<file path="config.mk">
export PLATFORM = sky130hd
export DESIGN_NAME = clk_divider_multi
export DESIGN_NICKNAME = d
export VERILOG_FILES = /design/src/rtl/clk_divider_multi.sv
export SDC_FILE = /design/constraint.sdc
export NUM_CORES = 1
export LEC_CHECK = 0
export ABC_AREA = 1
export BUFFER_PORTS_ARGS = -buffer_cell sky130_fd_sc_hd__buf_2
export CAP_MARGIN = 40
export CORE_MARGIN = 5
export CORE_UTILIZATION = 25
export CTS_CLUSTER_DIAMETER = 80
export DETAILED_ROUTE_END_ITERATION = 10
export MAX_ROUTING_LAYER = met4
export PLACE_DENSITY_LB_ADDON = 0.25
export SLEW_MARGIN = 10
export SYNTH_ARGS = -nofsm -noshare
export SYNTH_HDL_FRONTEND = slang
export SYNTH_SLANG_ARGS = --single-unit
</file>
<file path="constraint.sdc">
create_clock -name clk_i -period 6.6 [get_ports clk_i]
set_input_delay 1.32 -clock clk_i [delete_from_list [all_inputs] [get_ports clk_i]]
set_output_delay 1.32 -clock clk_i [all_outputs]
set_load 0.05 [all_outputs]
</file>
<file path="src/rtl/clk_divider_multi.sv">
// Multi-channel programmable clock/tick divider with glitch-free, period-boundary reconfiguration.
// All channels share one clock; a valid/ready port retargets one channel's divisor and mode at a time.
module clk_divider_multi #(
   parameter int unsigned CLK_FREQ    = 50_000_000,
   parameter int unsigned CHANNELS    = 4,
   parameter int unsigned DIV_W       = 26,
   parameter int unsigned DEFAULT_DIV = CLK_FREQ
) (
   input  logic                clk_i,
   input  logic                rst_i,
   input  logic [CHANNELS-1:0] en_i,
   input  logic                sync_i,
   input  logic                cfg_valid_i,
   output logic                cfg_ready_o,
   input  logic [3:0]          cfg_ch_i,
   input  logic [DIV_W-1:0]    cfg_div_i,
   input  logic                cfg_mode_i,
   output logic [CHANNELS-1:0] clk_div_o,
   output logic [CHANNELS-1:0] tick_o
);

   localparam logic [DIV_W-1:0] DefDiv = DIV_W'(DEFAULT_DIV);
   localparam logic [DIV_W-1:0] MinDiv = DIV_W'(2);

   logic [DIV_W-1:0]    cnt_q [CHANNELS];
   logic [DIV_W-1:0]    cnt_d [CHANNELS];
   logic [DIV_W-1:0]    div_q [CHANNELS];
   logic [DIV_W-1:0]    div_d [CHANNELS];
   logic [DIV_W-1:0]    pdiv_q [CHANNELS];
   logic [DIV_W-1:0]    pdiv_d [CHANNELS];
   logic [CHANNELS-1:0] mode_q, mode_d, pmode_q, pmode_d, pend_q, pend_d;
   logic [CHANNELS-1:0] clk_q, clk_d, tick_q, tick_d;
   logic [CHANNELS-1:0] hit, wrap;
   logic [15:0]         pend_pad;
   logic                xfer;
   logic [DIV_W-1:0]    cfg_div_c;

   // Out-of-range channel indices read a zero pad bit, so they are always ready.
   assign pend_pad    = 16'(pend_q);
   assign cfg_ready_o = !rst_i && !pend_pad[cfg_ch_i];
   assign xfer        = cfg_valid_i && cfg_ready_o;
   assign cfg_div_c   = (cfg_div_i < MinDiv) ? MinDiv : cfg_div_i;

   always_comb begin
      for (int i = 0; i < CHANNELS; i++) begin
         hit[i]  = xfer && (cfg_ch_i == 4'(i));
         wrap[i] = (cnt_q[i] == div_q[i] - DIV_W'(1));
      end
   end

   always_comb begin
      cnt_d   = cnt_q;
      div_d   = div_q;
      pdiv_d  = pdiv_q;
      mode_d  = mode_q;
      pmode_d = pmode_q;
      pend_d  = pend_q;
      clk_d   = clk_q;
      tick_d  = tick_q;
      for (int i = 0; i < CHANNELS; i++) begin
         if (pend_q[i] && (sync_i || !en_i[i] || wrap[i])) begin
            div_d[i]  = pdiv_q[i];
            mode_d[i] = pmode_q[i];
            pend_d[i] = 1'b0;
         end
         if (sync_i || !en_i[i]) begin
            cnt_d[i]  = '0;
            clk_d[i]  = 1'b0;
            tick_d[i] = 1'b0;
         end else begin
            tick_d[i] = wrap[i];
            cnt_d[i]  = wrap[i] ? '0 : cnt_q[i] + DIV_W'(1);
            clk_d[i]  = mode_q[i] ? wrap[i] : (cnt_q[i] < (div_q[i] >> 1));
         end
         // A running (or sync-restarted) channel only takes the new setting at a period boundary.
         if (hit[i]) begin
            if (!sync_i && !en_i[i]) begin
               div_d[i]  = cfg_div_c;
               mode_d[i] = cfg_mode_i;
            end else begin
               pdiv_d[i]  = cfg_div_c;
               pmode_d[i] = cfg_mode_i;
               pend_d[i]  = 1'b1;
            end
         end
      end
   end

   always_ff @(posedge clk_i) begin
      if (rst_i) begin
         for (int i = 0; i < CHANNELS; i++) begin
            cnt_q[i]  <= '0;
            div_q[i]  <= DefDiv;
            pdiv_q[i] <= DefDiv;
         end
         mode_q  <= '0;
         pmode_q <= '0;
         pend_q  <= '0;
         clk_q   <= '0;
         tick_q  <= '0;
      end else begin
         for (int i = 0; i < CHANNELS; i++) begin
            cnt_q[i]  <= cnt_d[i];
            div_q[i]  <= div_d[i];
            pdiv_q[i] <= pdiv_d[i];
         end
         mode_q  <= mode_d;
         pmode_q <= pmode_d;
         pend_q  <= pend_d;
         clk_q   <= clk_d;
         tick_q  <= tick_d;
      end
   end

   assign clk_div_o = clk_q;
   assign tick_o    = tick_q;

endmodule

</file>
==> impl_metrics.ini, run 1 <==
[global_route]
grt_pass1_vias = 19113
grt_use_total = 0.154
grt_antenna_before_repair = 10
grt_max_degree = 84
grt_pass1_wl_mm = 109
overflow = 0

[sta]
rsz0062_at_grt = false
relSlewSlack = 0.465
worst_slack_ns = 2.90
fin_crit_ns = 3.70
tightest_slew_ns = 0.803
setup_tns_ns = 0
hold_viol = 0
fmax_mhz = 270
whs_ns = 0.466
final-max-slew-violation-count = 0
fin_skew_ns = 0.0314
min_period_over_period = 0.561
setup_viol_count_final = 0

[yosys]
avgSynthCellArea_um2 = 6.61
synthFlopType = dfxtp_1
syn-num-nets = 3364
synth.distinct_cells = 55
seq_area_frac_synth = 0.312
yosys_warnings = 0
async_flop_share = 0
syn-cell-area_um2 = 21300
synth_edf_count = 0
synth_cells = 3221
ys_seq_elements = 332

[setup_path]
arrival_ns = 2.38
endpoint_kind = output pin
slowest_delay_ns = 0.34
required_ns = 5.28
slowest_stage = buf_2
critical_path_class = input pin to output pin
r2r_cells = 15
cp-start-kind = input pin
ff2ff_setup_slack_ns = 3.46
worstPathCellList = buf_2 -> inv_2 -> nand2_1 -> inv_2 -> nand2_1 -> o2111ai_1 -> a21oi_1 -> buf_2
crit_fanout = 4

[cts]
clock_sinks = 332
cts_tree = built
cts_setup_buffers = 0
clockBufferDepth = 3
postCtsHoldBufs = 0
cts-root-buf = clkbuf_16
clk_pin_slew_worst_paths_ns = 0.06
cts_resized = 0
insertion_delay_ns = 0.58
h-tree-depth = 2
numCtsBuffers = 42

[power]
power_density_nw_per_um2 = 189
p_total_mw = 4.51
p_leak_nw = 10.6
peakVddDrop_v = 0.000169

[cells_and_area]
area_growth_pct = 11.9
final_util = 0.281
final_cell_count_no_fill = 4382
drive_gt1_frac = 0.0758
finalInstanceArea_um2 = 23800
nNetsFinal = 3349

[routing]
routedWlPerCell_um = 15.9
viasPerCell = 4.55
drc = 0
drt_wl_total_mm = 69.7
vias = 19939
firstDrtPassIters = 6
drt-initial-drc-count = 1261
ant_nets = 0

[hold_path]
min_path_cells = 2
worstHoldPathType = flop to flop

[placement]
dpl.hpwl_mm = 51.2
dp_slack_ns = 2.62
port_buffers = 47
placed_cell_area_um2 = 22500
placedCellCount = 4306
gp_congestion = 0.888

[floorplanning]
io_pins = 48
die_h_um = 302
num_rows = 107
core_region_area_um2 = 84900
die_x_um = 302
start_util = 0.251
die_area_um2 = 91100

[flow_run]
maxCapViolCount = 0

[status]
outcome = completed
-- where the power goes --
group / switching (mW) / internal (mW)
clock network: 0.928 / 1.33
registers: 0.00860 / 2.02
logic: 0.180 / 0.0462
-- cell usage after synthesis (all sizes together) (2+ instances only) --
master,number,area share
xor2,86,0.035
nor4,21,0.0065
buf,59,0.020
o21a,2,0.00071
nor3,59,0.017
or2,8,0.0024
a31oi,3,0.00088
nand3b,18,0.0063
o21ai,197,0.046
o21bai,2,0.00071
clkbuf,63,0.011
inv,413,0.073
a21oi,165,0.039
a211oi,15,0.0062
ha,104,0.061
clkinv,3,0.00053
nand4,52,0.016
nand3,285,0.070
nand2,687,0.13
o211ai,48,0.017
xnor2,41,0.017
a21boi,4,0.0014
nor2,523,0.10
xnor3,3,0.0032
nor3b,16,0.0059
o221ai,4,0.0016
o221a,2,0.0011
dfxtp,332,0.31
-- routing by layer --
metal	routed length, um	vias to the layer above	GRT usage
met5	0	-	-
met4	1370	0	0.0361
met3	3310	86	0.0253
met2	31900	363	0.249
met1	33100	9106	0.204
li1	-	10384	-
-- sequential cells by signal, summed over array words and instances (netlist names) --
signal	flops
tick_o	4
mode_q	4
clk_div_o	4
cnt_q	104
pend_q	4
pmode_q	4
div_q	104
pdiv_q	104
-- layout make-up --
cell class	count	area [um^2]
well taps	1144	1430
multi-input cells	2351	12400
inverters	416	1560
clock buffers	63	1240
diodes	5	12.5
flip-flops and latches	332	6650
clock inverters	8	80.1
repair buffers	63	393
fillers	9631	61100
-- cell families after synthesis --
kind of cell / Yosys count / share of synthesized area
compound gates: 446 / 0.116
xor+xnor: 130 / 0.0554
fa+ha+maj: 104 / 0.0611
buf+inv: 538 / 0.104
flops: 332 / 0.312
simple gates: 1671 / 0.351
-- worst max-delay path, delay by kind of cell --
| family | cells | cell delay [ns] |
|---|---|---|
| buf+inv | 4 | 0.57 |
| simple gates | 2 | 0.19 |
| compound gates | 2 | 0.30 |
-- placed cells by master (no fill, tap or decap), types with 28 or more instances in the layout --
cell type / count
nand3_1: 272
clkbuf_16: 42
xor2_1: 86
a21oi_1: 165
nand2_1: 664
o21ai_0: 194
nor3_1: 44
buf_2: 47
inv_1: 401
nor2_2: 28
nand4_1: 50
ha_1: 104
dfxtp_1: 331
nor2_1: 482
xnor2_1: 41
o211ai_1: 48
-- path summary, 6_finish.rpt --
kind                    start          end
setup / recovery  cfg_ch_i[0]  cfg_ready_o
setup reg to reg    div_q[52]    div_q[64]
hold reg to reg    pdiv_q[30]   pdiv_q[30]
hold / removal     pdiv_q[30]   pdiv_q[30]
No activity file was read; power rests on OpenSTA's default activity.
==> run 2, diff against run 1 <==
- clock period: 6.6 -> 3.4 ns (I/O delays scaled with it)
==> run 2 against run 1 <==
Design area grew 0.90%. Largest power group unchanged. Critical path depth grew 8. Clock skew shrank 0.017 ns. Largest cell class unchanged. Global-route usage is essentially flat. Clock power grew 110%. Critical endpoint is now div_q[47]. Non-clock buffer count grew 18.
==> impl_metrics.ini, run 2 (synthesis gave the netlist of run 1 again) <==
[sta]
tightest_slew_ns = 0.832
setup_tns_ns = 0
setup_viol_count_final = 0
min_period_over_period = 0.854
hold_viol = 0
fin_crit_ns = 2.90
final-max-slew-violation-count = 0
fmax_mhz = 345
relSlewSlack = 0.445
rsz0062_at_grt = false
fin_skew_ns = 0.0140

[cts]
clk_pin_slew_worst_paths_ns = 0.06
clockBufferDepth = 3
cts-root-buf = clkbuf_16
cts_resized = 0
insertion_delay_ns = 0.57
cts_setup_buffers = 0
clock_sinks = 332
cts_tree = built
numCtsBuffers = 42
h-tree-depth = 2
postCtsHoldBufs = 0

[routing]
ant_nets = 0
routedWlPerCell_um = 15.9
firstDrtPassIters = 6
vias = 20072
viasPerCell = 4.56
drt_wl_total_mm = 69.8
drt-initial-drc-count = 1303
drc = 0

[cells_and_area]
top_regs = cnt_q (104), div_q (104), pdiv_q (104)
layout_common_cells = 664 x nand2_1, 482 x nor2_1, 401 x inv_1
final_common_cell = nand2_1
area_growth_pct = 12.9
final_util = 0.283
drive_gt1_frac = 0.0817
nNetsFinal = 3367

[hold_path]
worstHoldPathType = flop to flop
min_from = pdiv_q[82]
min_path_cells = 2
min_to = pdiv_q[82]

[setup_path]
endpoint_kind = flop
crit_fanout = 27
r2r_cells = 16
r2r_end = div_q[47]
ff2ff_setup_slack_ns = 0.50
r2r_start = div_q[26]
arrival_ns = 3.37
cp-start-kind = flop
required_ns = 3.87
critical_path_class = flop to flop

[floorplanning]
die_area_um2 = 91100
num_rows = 107
core_region_area_um2 = 84900
die_x_um = 302
io_pins = 48
die_h_um = 302
start_util = 0.251

[placement]
gp_congestion = 0.881
dpl.hpwl_mm = 51.7
port_buffers = 47

[power]
power_density_nw_per_um2 = 377
peakVddDrop_v = 0.000298
p_leak_nw = 10.7

[global_route]
grt_use_total = 0.155
grt_max_degree = 90
grt_antenna_before_repair = 8
overflow = 0
grt_pass1_vias = 18991
grt_pass1_wl_mm = 109

[status]
outcome = completed

[flow_run]
maxCapViolCount = 0
## run 2: changes by cell type in the layout (fill, tap and decap cells not counted), sizes merged
| cell | previous run | this run |
|---|---|---|
| clkinvlp | 0 | 1 |
| buf | 63 | 81 |
| bufinv | 1 | 4 |
| diode | 5 | 6 |
| clkbuf | 63 | 62 |
## run 2: worst max-delay path by stage
stage	start	end
3_3_place_gp	div_q[26]	cnt_q[40]
3_5_place_dp	cfg_ch_i[0]	pdiv_q[77]
2_1_floorplan	cfg_ch_i[0]	pdiv_q[77]
5_1_grt	div_q[26]	div_q[42]
4_1_cts	div_q[26]	cnt_q[40]
6_report	div_q[26]	div_q[47]
## run 2: final cells by class
cell class	count	area, um^2
Tap cell	1144	1430
Antenna cell	6	15.0
Multi-Input combinational cell	2351	12400
Timing Repair Buffer	81	503
Clock inverter	12	173
Fill cell	9628	60800
Clock buffer	62	1250
Inverter	416	1560
Sequential cell	332	6650
## run 2: power breakdown
group          internal [mW]  switching (mW)  total [mW]
Sequential              3.91          0.0166        3.93
Combinational         0.0995           0.348       0.448
Clock                   2.85            1.84        4.68
Total                   6.86            2.20        9.06
## run 2: worst max-delay path, stage by stage, from the launching register on
cell	delay [ns]
dfxtp_1	0.31
inv_1	0.15
ha_1	0.26
nand2_2	0.13
nor2_4	0.20
nand2_2	0.10
nor2_2	0.14
nor2_1	0.06
a21oi_1	0.15
nand3_1	0.08
nor2_1	0.12
nand4_2	0.15
nand2_4	0.31
buf_4	0.31
nand3_1	0.15
nand3_1	0.12
nand2_1	0.05
## run 2: metal layers
| metal | up-vias | GRT usage | part of all wire |
|---|---|---|---|
| met3 | 80 | 0.0286 | 0.056 |
| met2 | 357 | 0.252 | 0.46 |
| met1 | 9211 | 0.202 | 0.46 |
| met4 | 0 | 0.0307 | 0.018 |
| met5 | - | - | 0 |
| li1 | 10424 | - | - |
## run 2: metrics by stage
stage / instances / hold WS [ns] / power [mW] / instance area (um^2) / worst slack, ns
2_1_floorplan: 3221 / 0.419 / 4.27 / 21300 / 0.391
3_3_place_gp: 4324 / 0.452 / 4.46 / 22600 / 0.519
3_5_place_dp: 4324 / 0.460 / 4.46 / 22600 / 0.456
4_1_cts: 4398 / 0.453 / 9.22 / 24000 / 0.479
5_1_grt: 4402 / 0.478 / 9.40 / 24000 / 0.198
6_report: 4404 / 0.466 / 9.06 / 24000 / 0.498
